### config.mk
export PLATFORM = sky130hd
export DESIGN_NAME = pc_sequencer
export DESIGN_NICKNAME = d
export VERILOG_FILES = /design/src/rtl/pc_sequencer_pkg.sv /design/src/rtl/pc_sequencer_pc_next_mux.sv /design/src/rtl/pc_sequencer.sv
export SDC_FILE = /design/constraint.sdc
export NUM_CORES = 1
export LEC_CHECK = 0
export BUFFER_PORTS_ARGS = -buffer_cell sky130_fd_sc_hd__buf_2
export CAP_MARGIN = 20
export CORE_ASPECT_RATIO = 0.8
export CORE_MARGIN = 2
export CORE_UTILIZATION = 44
export CTS_CLUSTER_SIZE = 40
export DETAILED_ROUTE_END_ITERATION = 6
export PLACE_DENSITY_LB_ADDON = 0.05
export SETUP_SLACK_MARGIN = 0.4
export SLEW_MARGIN = 20
export SYNTH_ARGS = -nofsm -noshare
export SYNTH_HDL_FRONTEND = slang
export SYNTH_SLANG_ARGS = --single-unit
### constraint.sdc
create_clock -name clk -period 3.3 [get_ports clk]
set_input_delay 0.33 -clock clk [delete_from_list [all_inputs] [get_ports clk]]
set_output_delay 0.33 -clock clk [all_outputs]
set_load 0.02 [all_outputs]
### src/rtl/pc_sequencer_pkg.sv
// Shared types and constants for the program-counter sequencer.
package pc_sequencer_pkg;

    localparam int unsigned PC_W_DEF = 8;

    // Sequencer states: fetching, waiting out memory latency, stopped on double fault.
    typedef enum logic [1:0] {
        RUN    = 2'd0,
        BUBBLE = 2'd1,
        HALT   = 2'd2
    } state_e;

    // Where the next fetch address comes from.
    typedef enum logic [2:0] {
        SEQ  = 3'd0,
        BR   = 3'd1,
        JMP  = 3'd2,
        TRAP = 3'd3,
        ERET = 3'd4
    } pc_src_e;

    // Per-instruction control flags coming from decode and the ALU.
    typedef struct packed {
        logic take_branch;
        logic ovf;
        logic ovf_en;
        logic jump;
        logic eret;
    } flags_t;

endpackage : pc_sequencer_pkg

### src/rtl/pc_sequencer_pc_next_mux.sv
// Priority selection of the next fetch address and the redirect/halt decision.
module pc_next_mux
    import pc_sequencer_pkg::*;
#(
    parameter int unsigned      PC_W        = PC_W_DEF,
    parameter logic [PC_W-1:0]  TRAP_VECTOR = PC_W'(8'hF0)
) (
    input  logic [PC_W-1:0] pc_i,
    input  logic [PC_W-1:0] epc_i,
    input  logic            in_handler_i,
    input  flags_t          flags_i,
    input  logic [PC_W-1:0] branch_offset_i,
    input  logic [PC_W-1:0] jump_target_i,
    output logic [PC_W-1:0] next_pc_c,
    output pc_src_e         src_c,
    output logic            redirect_c,
    output logic            halt_c
);

    logic [PC_W-1:0] seq_pc;
    logic [PC_W-1:0] br_pc;
    logic [PC_W-1:0] eret_pc;

    // Candidate addresses; offset already has PC_W bits so sign extension is implicit in the wrap.
    always_comb begin
        seq_pc  = PC_W'(pc_i + PC_W'(1));
        br_pc   = PC_W'(seq_pc + branch_offset_i);
        eret_pc = PC_W'(epc_i + PC_W'(1));
    end

    // Highest-priority event wins; a trap inside the handler is a double fault.
    always_comb begin
        src_c  = SEQ;
        halt_c = 1'b0;
        if (flags_i.ovf && flags_i.ovf_en && in_handler_i) begin
            halt_c = 1'b1;
        end else if (flags_i.ovf && flags_i.ovf_en) begin
            src_c = TRAP;
        end else if (flags_i.eret && in_handler_i) begin
            src_c = ERET;
        end else if (flags_i.eret) begin
            src_c = SEQ;
        end else if (flags_i.jump) begin
            src_c = JMP;
        end else if (flags_i.take_branch) begin
            src_c = BR;
        end else begin
            src_c = SEQ;
        end
    end

    // Address mux; a halting instruction leaves pc where it is.
    always_comb begin
        next_pc_c = seq_pc;
        if (halt_c) begin
            next_pc_c = pc_i;
        end else begin
            case (src_c)
                SEQ:     next_pc_c = seq_pc;
                BR:      next_pc_c = br_pc;
                JMP:     next_pc_c = jump_target_i;
                TRAP:    next_pc_c = TRAP_VECTOR;
                ERET:    next_pc_c = eret_pc;
                default: next_pc_c = seq_pc;
            endcase
        end
        redirect_c = !halt_c && (src_c != SEQ);
    end

endmodule : pc_next_mux

### src/rtl/pc_sequencer.sv
// Program-counter sequencer: next-pc selection, redirect bubble and exception state.
module pc_sequencer
    import pc_sequencer_pkg::*;
#(
    parameter int unsigned      PC_W         = PC_W_DEF,
    parameter logic [PC_W-1:0]  RESET_VECTOR = PC_W'(8'h00),
    parameter logic [PC_W-1:0]  TRAP_VECTOR  = PC_W'(8'hF0)
) (
    input  logic            clk,
    input  logic            reset,
    input  logic            stall,
    input  logic            take_branch,
    input  logic            ovf,
    input  logic            ovf_en,
    input  logic [PC_W-1:0] branch_offset,
    input  logic            jump,
    input  logic [PC_W-1:0] jump_target,
    input  logic            eret,
    output logic [PC_W-1:0] pc,
    output logic            instr_valid,
    output logic [PC_W-1:0] epc,
    output logic            in_handler,
    output logic            halted
);

    state_e          state_q, state_d;
    logic [PC_W-1:0] pc_q, pc_d;
    logic [PC_W-1:0] epc_q, epc_d;
    logic            in_handler_q, in_handler_d;
    logic            instr_valid_q, instr_valid_d;
    logic            halted_q, halted_d;

    flags_t          flags;
    logic [PC_W-1:0] next_pc_c;
    pc_src_e         src_c;
    logic            redirect_c;
    logic            halt_c;

    assign flags = '{take_branch: take_branch, ovf: ovf, ovf_en: ovf_en,
                     jump: jump, eret: eret};

    pc_next_mux #(
        .PC_W        (PC_W),
        .TRAP_VECTOR (TRAP_VECTOR)
    ) u_pc_next_mux (
        .pc_i            (pc_q),
        .epc_i           (epc_q),
        .in_handler_i    (in_handler_q),
        .flags_i         (flags),
        .branch_offset_i (branch_offset),
        .jump_target_i   (jump_target),
        .next_pc_c       (next_pc_c),
        .src_c           (src_c),
        .redirect_c      (redirect_c),
        .halt_c          (halt_c)
    );

    // State and datapath registers; reset overrides stall and everything else.
    always_ff @(posedge clk) begin
        if (reset) begin
            state_q       <= RUN;
            pc_q          <= RESET_VECTOR;
            epc_q         <= '0;
            in_handler_q  <= 1'b0;
            instr_valid_q <= 1'b1;
            halted_q      <= 1'b0;
        end else begin
            state_q       <= state_d;
            pc_q          <= pc_d;
            epc_q         <= epc_d;
            in_handler_q  <= in_handler_d;
            instr_valid_q <= instr_valid_d;
            halted_q      <= halted_d;
        end
    end

    // Next state: flags only matter in RUN, a bubble lasts one unstalled cycle, HALT is sticky.
    always_comb begin
        state_d = state_q;
        if (!stall) begin
            case (state_q)
                RUN: begin
                    if (halt_c) begin
                        state_d = HALT;
                    end else if (redirect_c) begin
                        state_d = BUBBLE;
                    end
                end
                BUBBLE:  state_d = RUN;
                HALT:    state_d = HALT;
                default: state_d = RUN;
            endcase
        end
    end

    // Datapath updates happen only on an unstalled RUN cycle that does not halt.
    always_comb begin
        pc_d          = pc_q;
        epc_d         = epc_q;
        in_handler_d  = in_handler_q;
        if (!stall && (state_q == RUN) && !halt_c) begin
            pc_d = next_pc_c;
            if (src_c == TRAP) begin
                epc_d        = pc_q;
                in_handler_d = 1'b1;
            end else if (src_c == ERET) begin
                in_handler_d = 1'b0;
            end
        end
        instr_valid_d = (state_d == RUN);
        halted_d      = (state_d == HALT);
    end

    assign pc          = pc_q;
    assign epc         = epc_q;
    assign in_handler  = in_handler_q;
    assign instr_valid = instr_valid_q;
    assign halted      = halted_q;

endmodule : pc_sequencer
==> flow_summary.json <==
{
  "ys_seq_elements": 21,
  "combPwrFrac_pct": 32.7,
  "design_area_um2": 1871,
  "vias": 1571,
  "async_flop_share_pct": 0,
  "status": "finished clean",
  "synth_area_leaders": "dfxtp_1 26%, ha_1 7.8%, a21oi_1 5.3%",
  "totalWireLength_mm": 4.165,
  "synthFlopType": "dfxtp_1",
  "grt_pass1_vias": 1445,
  "worstSkewPairLatency_ns": 0.26,
  "p_switching_uw": 234.4,
  "hold_ws_ns": 0.3707,
  "drive_gt1_share_pct": 26.89,
  "antenna_found_initial": 0,
  "max_slew.worst_pin.slew_ns": 0.7813,
  "r2r_setup_slack_ns": 0.65,
  "die_x_um": 71.61,
  "synth_top_area_cell": "dfxtp_1",
  "io_buffers": 42,
  "dieArea_um2": 4160,
  "post-cts-setup-buffers": 0,
  "arrival_ns": 2.79,
  "yosysWarnings": 0,
  "grt_first_pass_wirelength_mm": 6.693,
  "switching_share_pct": 34.58,
  "numCtsBuffers": 3,
  "hold_viol_final": 0,
  "grt_overflow": 0,
  "cts_tree": "built",
  "slew_viol_final": 0,
  "synth_edf_count": 0,
  "vdd_drop_max_mv": 0.2365,
  "cp.required_ns": 3.45,
  "grt_use_total_pct": 20.63,
  "synth.net_count": 233,
  "post-route-util_pct": 53.89,
  "ys_types": 49,
  "intPower_uw": 443.5,
  "synth_top_area_share_pct": 26.13,
  "skew_ns": 0.0008220,
  "cts.reportedPaths.clkPinSlew_ns": 0.08,
  "dieHeight_um": 58.09,
  "diodes": 0,
  "clk_path_buf_depth": 2,
  "min_period_ns": 2.648,
  "setup_viol": 0,
  "final_nets": 274,
  "ys_top_cells_by_count": "22 x nand2_1, 21 x dfxtp_1, 17 x a21oi_1",
  "ctsResizeCount": 0,
  "start_util_pct": 46.36,
  "gp_congestion": 0.8665,
  "avgSynthCellArea_um2": 8.126,
  "setup.worst_path.start_class": "flip-flop",
  "fin_tns_setup_ns": 0,
  "crit_path_max_fanout": 5,
  "drt_pass1_iterations": 4,
  "antenna_left": 0,
  "placed_area_um2": 1824,
  "viasPerCell": 5.611,
  "total_leakage_power_nw": 0.7778,
  "route.detailed.drc": 0,
  "rows": 19,
  "wire_per_inst_um": 14.88,
  "synth-seq-area-share_pct": 26.13,
  "ios": 43,
  "seq_power_share_pct": 42.6,
  "postCtsHoldBufs": 0,
  "core_area_um2": 3471,
  "clkPwrFrac_pct": 24.7,
  "cts_max_level": 1,
  "synthToLayoutAreaGrowth_pct": 16.25,
  "crit_path_end_kind": "flip-flop",
  "yosysMostFrequentCell": "nand2_1",
  "fmax_mhz": 377.7,
  "hp-class": "in2reg",
  "grt_max_degree": 21,
  "p_per_area_nw_per_um2": 362.4,
  "cts.sinks": 21,
  "hpwl_mm": 3.334,
  "root_buffer": "clkbuf_8",
  "worstSetupPathType": "reg2reg",
  "cap_viol_max_count": 0,
  "syn_inst": 198,
  "drt_iter0_markers": 130,
  "min_period_over_period_pct": 80.23,
  "netlist_area_um2": 1609,
  "power.total_uw": 677.9,
  "max_slew_margin_pct": 47.91,
  "rsz0062_at_grt": "false"
}
[worst max-delay path, stage by stage (launching register included)]
cell	delay, ns
dfxtp_1	0.42
ha_1	0.26
nand2_1	0.10
nor2_1	0.15
xnor2_1	0.15
inv_1	0.06
ha_1	0.31
a21oi_1	0.19
nand2_1	0.06
o21ai_0	0.21
xor2_1	0.20
mux2i_1	0.10
o41ai_1	0.33
[metrics by stage]
| step | worst slack [ns] | cells |
|---|---|---|
| after floorplan | 0.8034 | 198 |
| after detailed placement | 0.6623 | 276 |
| after global placement | 0.8235 | 276 |
| final | 0.6523 | 280 |
| after CTS | 0.6423 | 280 |
| after global routing | 0.4094 | 280 |
[metal layers]
metal | wire length [um] | vias to the layer above | GRT usage [%]
li1 | - | 807 | -
met1 | 2004 | 711 | 28.92
met2 | 1867 | 53 | 33.73
met3 | 293 | 0 | 4.522
met4 | 0 | 0 | 2.426
met5 | 0 | - | 0
[logic make-up after synthesis]
logic type,Yosys count,share of synthesized area [%]
simple gates,72,23.64
compound gates,65,28.46
flops,21,26.13
buf+inv,15,5.054
xor+xnor,13,7.076
fa+ha+maj,11,9.020
mux,1,0.6221
[sequential cells by signal, summed over array words and instances (netlist names)]
name         flops
pc               8
instr_valid      1
in_handler       1
epc              8
halted           1
state_q          2
[power groups by stage]
stage | Sequential (mW) | Combinational [mW] | Clock [mW]
floorplan | 0.307 | 0.146 | 0
global placement | 0.294 | 0.217 | 0
detailed placement | 0.295 | 0.221 | 0
CTS | 0.289 | 0.221 | 0.172
global route | 0.292 | 0.245 | 0.182
finish | 0.289 | 0.222 | 0.167
[cell type report]
class / count / area [um^2]
clock buffer: 3 / 41.29
tap: 42 / 52.55
sequential: 21 / 420.4
inverter: 9 / 33.78
multi-input combinational: 162 / 1107
fill: 358 / 1600
clock inverter: 1 / 5.005
timing repair buffer: 42 / 210.2
[path summary, 6_finish.rpt]
kind,start,end,cells after the start
max,pc[0],pc[7],12
min,stall,state_q[1],3
max reg2reg,pc[0],pc[7],12
min reg2reg,state_q[0],halted,1
[cell usage in the layout, fill, tap and decap left out, types with 3 or more instances in the layout]
cell type / count
buf_2: 42
nand2_1: 22
dfxtp_1: 21
a21oi_1: 17
o21ai_0: 15
nor2_1: 13
nand3_1: 10
ha_1: 10
inv_1: 9
xnor2_1: 8
xor2_1: 5
o211ai_1: 4
a221oi_1: 4
nor3_1: 4
o21a_1: 3
a211oi_1: 3
nand3b_1: 3
nand2b_1: 3
clkbuf_8: 3
No activity file was read; power rests on OpenSTA's default activity.
